==> src/rtl/shift_add_multiplier_pkg.sv <==
// Shared constants and types for the sequential shift-and-add multiplier.
package mult_pkg;

    localparam int unsigned WIDTH = 8;
    localparam int unsigned ITERS = 8;
    localparam int unsigned CNT_W = $clog2(ITERS);
    localparam int unsigned PROD_W = 2 * WIDTH;

    localparam logic [CNT_W-1:0] LAST_ITER = CNT_W'(ITERS - 1);

    typedef enum logic [1:0] {
        IDLE,
        RUN,
        DONE
    } mult_state_t;

    // Addend for one iteration: the multiplicand when the multiplier LSB is set.
    function automatic logic [WIDTH-1:0] partial_addend(input logic sel,
                                                        input logic [WIDTH-1:0] m);
        return sel ? m : '0;
    endfunction

endpackage

==> src/rtl/shift_add_multiplier_if.sv <==
// Start/ready/done handshake and operand/result bus of the multiplier.
interface shift_add_multiplier_if;
    import mult_pkg::*;

    logic                start;
    logic [WIDTH-1:0]    a;
    logic [WIDTH-1:0]    b;
    logic                ready;
    logic                busy;
    logic                done;
    logic [PROD_W-1:0]   product;

    modport master (
        output start,
        output a,
        output b,
        input  ready,
        input  busy,
        input  done,
        input  product
    );

    modport slave (
        input  start,
        input  a,
        input  b,
        output ready,
        output busy,
        output done,
        output product
    );

endinterface

==> src/rtl/eight_bit_adder.sv <==
// Combinational 8-bit ripple adder with carry in and carry out.
module eight_bit_adder (
    input  logic [7:0] a,
    input  logic [7:0] b,
    input  logic       cin,
    output logic [7:0] sum,
    output logic       cout
);

    logic [8:0] total;

    always_comb begin
        total = {1'b0, a} + {1'b0, b} + {8'b0, cin};
        sum   = total[7:0];
        cout  = total[8];
    end

endmodule

==> src/rtl/shift_add_multiplier.sv <==
// Sequential 8x8 unsigned multiplier: one add-and-shift per cycle over 8 iterations,
// using eight_bit_adder for the accumulate step.
module shift_add_multiplier
    import mult_pkg::*;
(
    input  logic                  clk,
    input  logic                  rst,
    shift_add_multiplier_if.slave bus
);

    mult_state_t        state_q, state_d;
    logic [WIDTH-1:0]   m_q, m_d;
    logic [PROD_W-1:0]  p_q, p_d;
    logic [CNT_W-1:0]   cnt_q, cnt_d;
    logic [PROD_W-1:0]  product_q, product_d;

    logic [WIDTH-1:0]   add_a;
    logic [WIDTH-1:0]   add_b;
    logic [WIDTH-1:0]   add_sum;
    logic               add_cout;

    // Accumulator is p[15:8]; p[0] is the multiplier bit consumed this iteration.
    always_comb begin
        add_a = p_q[PROD_W-1:WIDTH];
        add_b = partial_addend(p_q[0], m_q);
    end

    eight_bit_adder u_adder (
        .a    (add_a),
        .b    (add_b),
        .cin  (1'b0),
        .sum  (add_sum),
        .cout (add_cout)
    );

    always_comb begin
        state_d   = state_q;
        m_d       = m_q;
        p_d       = p_q;
        cnt_d     = cnt_q;
        product_d = product_q;

        unique case (state_q)
            IDLE: begin
                if (bus.start) begin
                    m_d     = bus.a;
                    p_d     = {{WIDTH{1'b0}}, bus.b};
                    cnt_d   = '0;
                    state_d = RUN;
                end
            end
            RUN: begin
                // The 9-bit adder result shifts in whole, so the carry is never lost.
                p_d   = {add_cout, add_sum, p_q[WIDTH-1:1]};
                cnt_d = cnt_q + 1'b1;
                if (cnt_q == LAST_ITER) begin
                    product_d = p_d;
                    state_d   = DONE;
                end
            end
            DONE: begin
                state_d = IDLE;
            end
            default: begin
                state_d = IDLE;
            end
        endcase
    end

    always_ff @(posedge clk) begin
        if (rst) begin
            state_q   <= IDLE;
            m_q       <= '0;
            p_q       <= '0;
            cnt_q     <= '0;
            product_q <= '0;
        end else begin
            state_q   <= state_d;
            m_q       <= m_d;
            p_q       <= p_d;
            cnt_q     <= cnt_d;
            product_q <= product_d;
        end
    end

    always_comb begin
        bus.ready   = (state_q == IDLE);
        bus.busy    = (state_q == RUN) || (state_q == DONE);
        bus.done    = (state_q == DONE);
        bus.product = product_q;
    end

    ready_busy_onehot: assert property (@(posedge clk) disable iff (rst)
        bus.ready ^ bus.busy);

endmodule
==> src/flat_wrapper.sv <==
// flat-port wrapper written by rule: the top's interface ports become plain ports
module shift_add_multiplier_flat import mult_pkg::*;
  (clk, rst, bus_start, bus_a, bus_b, bus_ready, bus_busy, bus_done, bus_product);
  shift_add_multiplier_if bus_i ();
  input  logic clk;
  input  logic rst;
  input wire logic [$bits(bus_i.start)-1:0] bus_start;
  input wire logic [$bits(bus_i.a)-1:0] bus_a;
  input wire logic [$bits(bus_i.b)-1:0] bus_b;
  output wire logic [$bits(bus_i.ready)-1:0] bus_ready;
  output wire logic [$bits(bus_i.busy)-1:0] bus_busy;
  output wire logic [$bits(bus_i.done)-1:0] bus_done;
  output wire logic [$bits(bus_i.product)-1:0] bus_product;
  assign bus_i.start = bus_start;
  assign bus_i.a = bus_a;
  assign bus_i.b = bus_b;
  assign bus_ready = bus_i.ready;
  assign bus_busy = bus_i.busy;
  assign bus_done = bus_i.done;
  assign bus_product = bus_i.product;
  shift_add_multiplier u_core (.clk(clk), .rst(rst), .bus(bus_i));
endmodule
==> config.mk <==
export PLATFORM = sky130hd
export DESIGN_NAME = shift_add_multiplier_flat
export DESIGN_NICKNAME = d
export VERILOG_FILES = /design/src/rtl/shift_add_multiplier_pkg.sv /design/src/rtl/shift_add_multiplier_if.sv /design/src/rtl/eight_bit_adder.sv /design/src/rtl/shift_add_multiplier.sv /design/src/flat_wrapper.sv
export SDC_FILE = /design/constraint.sdc
export NUM_CORES = 1
export LEC_CHECK = 0
export BUFFER_PORTS_ARGS = -buffer_cell sky130_fd_sc_hd__buf_2
export CELL_PAD_IN_SITES_DETAIL_PLACEMENT = 2
export CELL_PAD_IN_SITES_GLOBAL_PLACEMENT = 2
export CORE_MARGIN = 3
export CORE_UTILIZATION = 36
export CTS_CLUSTER_SIZE = 8
export DETAILED_ROUTE_END_ITERATION = 16
export PLACE_DENSITY_LB_ADDON = 0.25
export SETUP_SLACK_MARGIN = 0.2
export SYNTH_ARGS = -nofsm -noshare
export SYNTH_HDL_FRONTEND = slang
export SYNTH_SLANG_ARGS = --single-unit
==> constraint.sdc <==
create_clock -name clk -period 3.6 [get_ports clk]
set_input_delay 0.18 -clock clk [delete_from_list [all_inputs] [get_ports clk]]
set_output_delay 0.18 -clock clk [all_outputs]
set_load 0.02 [all_outputs]
Yosys cells after proc, flatten, opt, wreduce, memory -nomap -nowiden
Cells that the tools add are included.
{ "op_classes": {"eq_ne": 5, "reduce_logical": 7, "n_bitwise": 0, "n_addsub": 2, "magnitude_cmp": 0, "n_mux": 8, "multipliers": 0, "n_shift": 0, "div_mod_pow": 0} }
{ "op_table": {"columns": ["op", "n"], "rows": [
  ["$pmux W16 S2", 1],
  ["$mux W16", 1],
  ["$add A8 B8 Y9", 1],
  ["$mux W8", 1],
  ["$reduce_and A2 Y1", 4],
  ["$pmux W3 S2", 1],
  ["$mux W2", 2],
  ["$pmux W2 S2", 1],
  ["$add A3 B1 Y3 const B", 1],
  ["$eq A3 B3 Y1 const B", 1],
  ["$mux W3", 1],
  ["$eq A2 B1 Y1 const B", 1],
  ["$eq A2 B2 Y1 const B", 1],
  ["$logic_not A2 Y1", 1],
  ["$ne A2 B1 Y1 const B", 1],
  ["$ne A2 B2 Y1 const B", 1],
  ["$reduce_bool A2 Y1", 1],
  ["$logic_or A1 B1 Y1", 1]
]} }
{ "totals": {"mem_bits_ro": 0, "latchBits": 0, "n_memories": 0, "ff_bits": 45, "ram_bits": 0, "wordCells": 27, "output_inout_bits": 19} }

Depth between registers and ports, before layout
{ "depth": {"word_depth": 3, "ltp_mapped": 7, "mapped_depth_nobuf": 7} }

Hierarchy
From an unflattened synthesis, not the netlist that was laid out.
{ "unflattened": {"cells_unflattened": 249, "hier_area_um2": 2160.8} }
{ "modules_own_cells": {"columns": ["mod", "area_per_inst_um2", "seq_area_each_um2", "n_inst", "cells_per_inst"], "rows": [
  ["shift_add_multiplier", 1829.3, 900.9, 1, 209],
  ["eight_bit_adder", 331.6, 0.0, 1, 40]
]} }

Worst setup path after synthesis
OpenSTA, ideal clock, no wires.
{ "synth_timing": {"path_kind": "register to register", "start": "register u_core.p_q[0]", "end": "register u_core.p_q[13]", "t_arrival_ns": 1.811, "setup_ns": 0.124, "stages_incl_launch_ff": 8, "slack_ns": 1.665, "t_required_ns": 3.476, "path_cell_list": "dfxtp_1 -> and2_1 -> ha_1 -> fa_1 -> a21o_2 -> a221oi_2 -> xor2_1 -> o21ai_0"} }
{ "synth_via": {"elab_chain_len": 3} }
{ "synth_lines": {"columns": ["item", "line_no", "rtl"], "rows": [
  ["start: declaration", "shift_add_multiplier.sv:13", "logic [PROD_W-1:0] p_q, p_d;"],
  ["start signal: assignment", "shift_add_multiplier.sv:80", "p_q <= p_d;"],
  ["$mux W8", "shift_add_multiplier_pkg.sv:20", "return sel ? m : '0;"],
  ["$add A8 B8 Y9", "eight_bit_adder.sv:13", "total = {1'b0, a} + {1'b0, b} + {8'b0, cin};"],
  ["$pmux W16 S2", "shift_add_multiplier.sv:43", "unique case (state_q)"]
]} }
No other way between the ends.
A chain may end at the register's enable or synchronous reset.

Worst setup path after layout
{ "layout_timing": {"start": "register u_core.state_q[1]", "end": "register u_core.product_q[12] (netlist: u_core.bus.product[12])"} }
{ "layout_via": {"elab_chain_len": 2} }
{ "layout_lines": {"columns": ["item", "line_no", "rtl"], "rows": [
  ["start: declaration", "shift_add_multiplier.sv:11", "mult_state_t state_q, state_d;"],
  ["start signal: assignment", "shift_add_multiplier.sv:78", "state_q <= state_d;"],
  ["$eq A2 B1 Y1", "shift_add_multiplier.sv:43", null],
  ["$reduce_and A2 Y1 (no line)", null, null],
  ["end signal: assignment", "shift_add_multiplier.sv:82", "product_q <= product_d;"],
  ["end: declaration", "shift_add_multiplier.sv:15", "logic [PROD_W-1:0] product_q, product_d;"]
]} }
No other way between the ends.

==> results.md <==
- Hold wc startpoint: bus_a[7]
- Async S/R FF share, synth: 0%
- Per-cell routed wire length: 17.2 µm
- Worst path bufs/invs: 2
- Reg2reg end: u_core.bus.product[12]
- Pwr dens: 395 nW/µm²
- Post-synthesis cell type count: 38
- Most used DFF post-synth: dfxtp_1
- Seq/Total Area, Yosys: 41.7%
- DR vias: 1899
- Placement Cell Area: 2370 µm²
- Detailed-placement wirelength estimate: 4240 µm
- Clk buf depth: 2
- Die H: 83.5 µm
- Largest net degree at the start of global routing: 53
- R2R Setup Slk: 1.25 ns
- Global-route wire length before repair: 10200 µm
- Htree depth: 2
- Xor/xnor share of the synthesized area: 1.22%
- Placed cell count: 341
- Fin area: 2460 µm²
- Synth Area in Compound Gates: 19.6%
- Worst path max stage delay: 0.61 ns
- Layout cells sized above 1: 19.1%
- 1st-pass router iterations: 4
- Critical path type: flip-flop to flip-flop
- GRT overflow: 0
- DIE AREA: 6970 µm²
- Ports: 38
- WHS Endpoint: u_core.m_q[7]
- FF-to-FF path depth: 6
- Slew @ Worst Pin: 0.918 ns
- Nets@finish: 309
- Placer Congestion: 0.775
- Req. time, crit path: 3.81 ns
- Fmax: 426 MHz
- Synthesized cell area: 2160 µm²
- Total wire length: 5990 µm
- Final Slew Violations: 0
- ANT cells: 0
- Mux cell area share after synthesis: 4.17%
- Core ar.: 5640 µm²
- Vias in the first global route: 2056
- Post-CTS sizing: 0
- Hold Crit Depth: 3
- Hold_buf cts: 0
- Area grow syn2layout: 13.9%
- Number of vias per cell: 5.44
- Simple-Gate Fraction of Synth Area: 21.3%
- CTS clk-pin slew, worst paths: 0.09 ns
- Syn nets: 278
- CP Cell Sequence: inv_1 -> ha_1 -> inv_1 -> nor2_2 -> nand2_1 -> o311ai_0
- Slowest CP cell: nor2_2
- TritonCTS clock tree: done
- CP top delay family: simple AND/OR/NAND/NOR gates
- Mapped Avg Cell Area: 8.82 µm²
- Synth warnings: 0
- Post-CTS setup buffers: 0
- Non-Filler Instances: 349
- Total GRT Usage: 18.0%
- RSZ-0062 raised after global routing: false
- Worst setup EP type: flip-flop
- Adder-cell share of the synthesized area: 8.45%
- Crit Path Max Fanout: 17
- Final setup fails: 0
- Initial antenna violation count: 0
- CTS root buf: clkbuf_8
- Iteration-0 DRC Markers: 35
- Largest family of logic cells by synthesized area: simple AND/OR/NAND/NOR gates
- Buffers on Ports: 37
- FF/Latch Area: 901 µm²
- Skew final: 0.00729 ns
- Die Wd: 83.5 µm
- Final min period: 2.35 ns
- Fillers: 653
- Fin. Hold Viols: 0
- EDFF count, synth: 0
- Worst VDD drop: 0.209 mV
- Final ANT Viol Nets: 0
- Sink Count: 45
- Multi-input gate area: 1180 µm²
- Critical Path AT: 2.56 ns
- Status: finished clean
- R2r startpoint: u_core.state_q[1]
- Syn Inst Count: 245
- Clock insertion delay at the later pin of the skew report: 0.31 ns
- Final cycle utilization of the critical path: 65.3%
- Inserted Clock Buffers: 5
- Crit start category: flip-flop
- Site Rows: 27
- Relative slew slack: 38.8%
- Initial Utilization: 38.3%
- Static Leak: 1.00 nW
- Max Cap Violations: 0
- DRC Markers: 0
- TNS Setup: 0 ns
- Most common cell on crit path: inv_1
- Flops & latches, synth: 45
- Hold Crit Class: input pin to flip-flop
per-stage QoR:
stage	setup slack, ns	hold WS (ns)	util, %	power, W
4_1_cts	1.21	0.112	43.6	0.000988
2_1_floorplan	1.67	0.327	-	0.000626
5_1_grt	1.07	0.131	43.6	0.00102
6_report	1.25	0.123	43.6	0.000972
3_3_place_gp	1.35	0.433	42.1	0.000656
3_5_place_dp	1.26	0.443	42.1	0.000662
metal layers:
metal | vias to the layer above | global-route usage (%) | part of all wire [%]
li1 | 932 | - | -
met1 | 927 | 22.8 | 48
met5 | - | 0 | 0
met2 | 32 | 30.9 | 48
met3 | 8 | 3.06 | 3.1
met4 | 0 | 5.85 | 1.4
power by group:
group	internal (W)	switching, W
clock network	0.000134	0.000187
registers	0.000517	0.0000147
logic	0.0000432	0.0000756
total	0.000694	0.000278
area by class of cell:
class                      instances  share of cell area (%)
clock buffer                       5                    2.80
inverter                           4                   0.610
multi-input combinational        183                    48.1
timing repair buffer              37                    7.52
sequential                        45                    36.6
tap                               72                    3.66
clock inverter                     3                   0.712
placed cells by master, fill, tap and decap left out, drive strengths merged:
cell type	instances
a21bo	1
nand3	14
o31ai	2
nand4b	1
a22oi	3
fa	1
clkinv	2
a2bb2oi	1
mux2i	9
inv	4
a21oi	27
clkbuf	5
xnor2	1
clkinvlp	1
nand2	35
o21a	2
a21o	2
and3	1
and2	9
nand3b	10
o21ai	6
o311ai	1
a221oi	1
dfxtp	45
o211ai	4
ha	13
buf	37
nand2b	3
a211oi	13
nor2	18
nor2b	1
or4	2
xor2	2
tightest hold or removal path: stages:
cell and delay [ns]:
buf_2 0.09, nand3_1 0.06, a21oi_1 0.05
sequential cells by signal, summed over array words and instances (netlist names):
signal,flops
u_core.state_q,2
u_core.m_q,8
u_core.p_q,16
u_core.bus.product,16
u_core.cnt_q,3
cell usage after synthesis, types with 2 or more instances:
master	number	share of area, %
dfxtp_1	45	42
nand2_1	34	5.9
a21oi_1	26	6.0
nor2_1	17	3.0
nand3_1	14	3.2
ha_1	13	7.5
a211oi_1	12	4.2
nand3b_1	10	3.5
and2_1	9	2.6
mux2i_1	9	4.2
clkbuf_1	7	1.2
o21ai_0	5	1.2
buf_2	4	0.93
inv_1	4	0.69
o211ai_1	4	1.4
a22oi_1	3	1.0
nand2b_1	3	0.87
buf_4	2	0.69
o21a_1	2	0.69
o31ai_1	2	0.69
or4_1	2	0.69
xor2_1	2	0.81
worst max-delay path by stage:
stage	startpoint	end	slack, ns	cells after the start
5_1_grt	u_core.state_q[1]	u_core.bus.product[12]	1.07	6
4_1_cts	u_core.state_q[1]	u_core.bus.product[12]	1.21	6
3_3_place_gp	u_core.state_q[1]	u_core.bus.product[14]	1.35	5
2_1_floorplan	u_core.p_q[0]	u_core.p_q[13]	1.67	7
6_report	u_core.state_q[1]	u_core.bus.product[12]	1.25	6
3_5_place_dp	u_core.state_q[1]	u_core.bus.product[12]	1.26	6
cell families (layout without fill, tap and decap cells):
group	Yosys count	in the layout
AO/OA/AOI/OAI	63	63
XOR/XNOR	3	3
adder cells (fa/ha/maj)	14	14
buffers and inverters	17	49
flip-flops	45	45
multiplexers	9	9
AND/OR/NAND/NOR	94	94
Note: power is estimated with default switching activity, not from simulation.
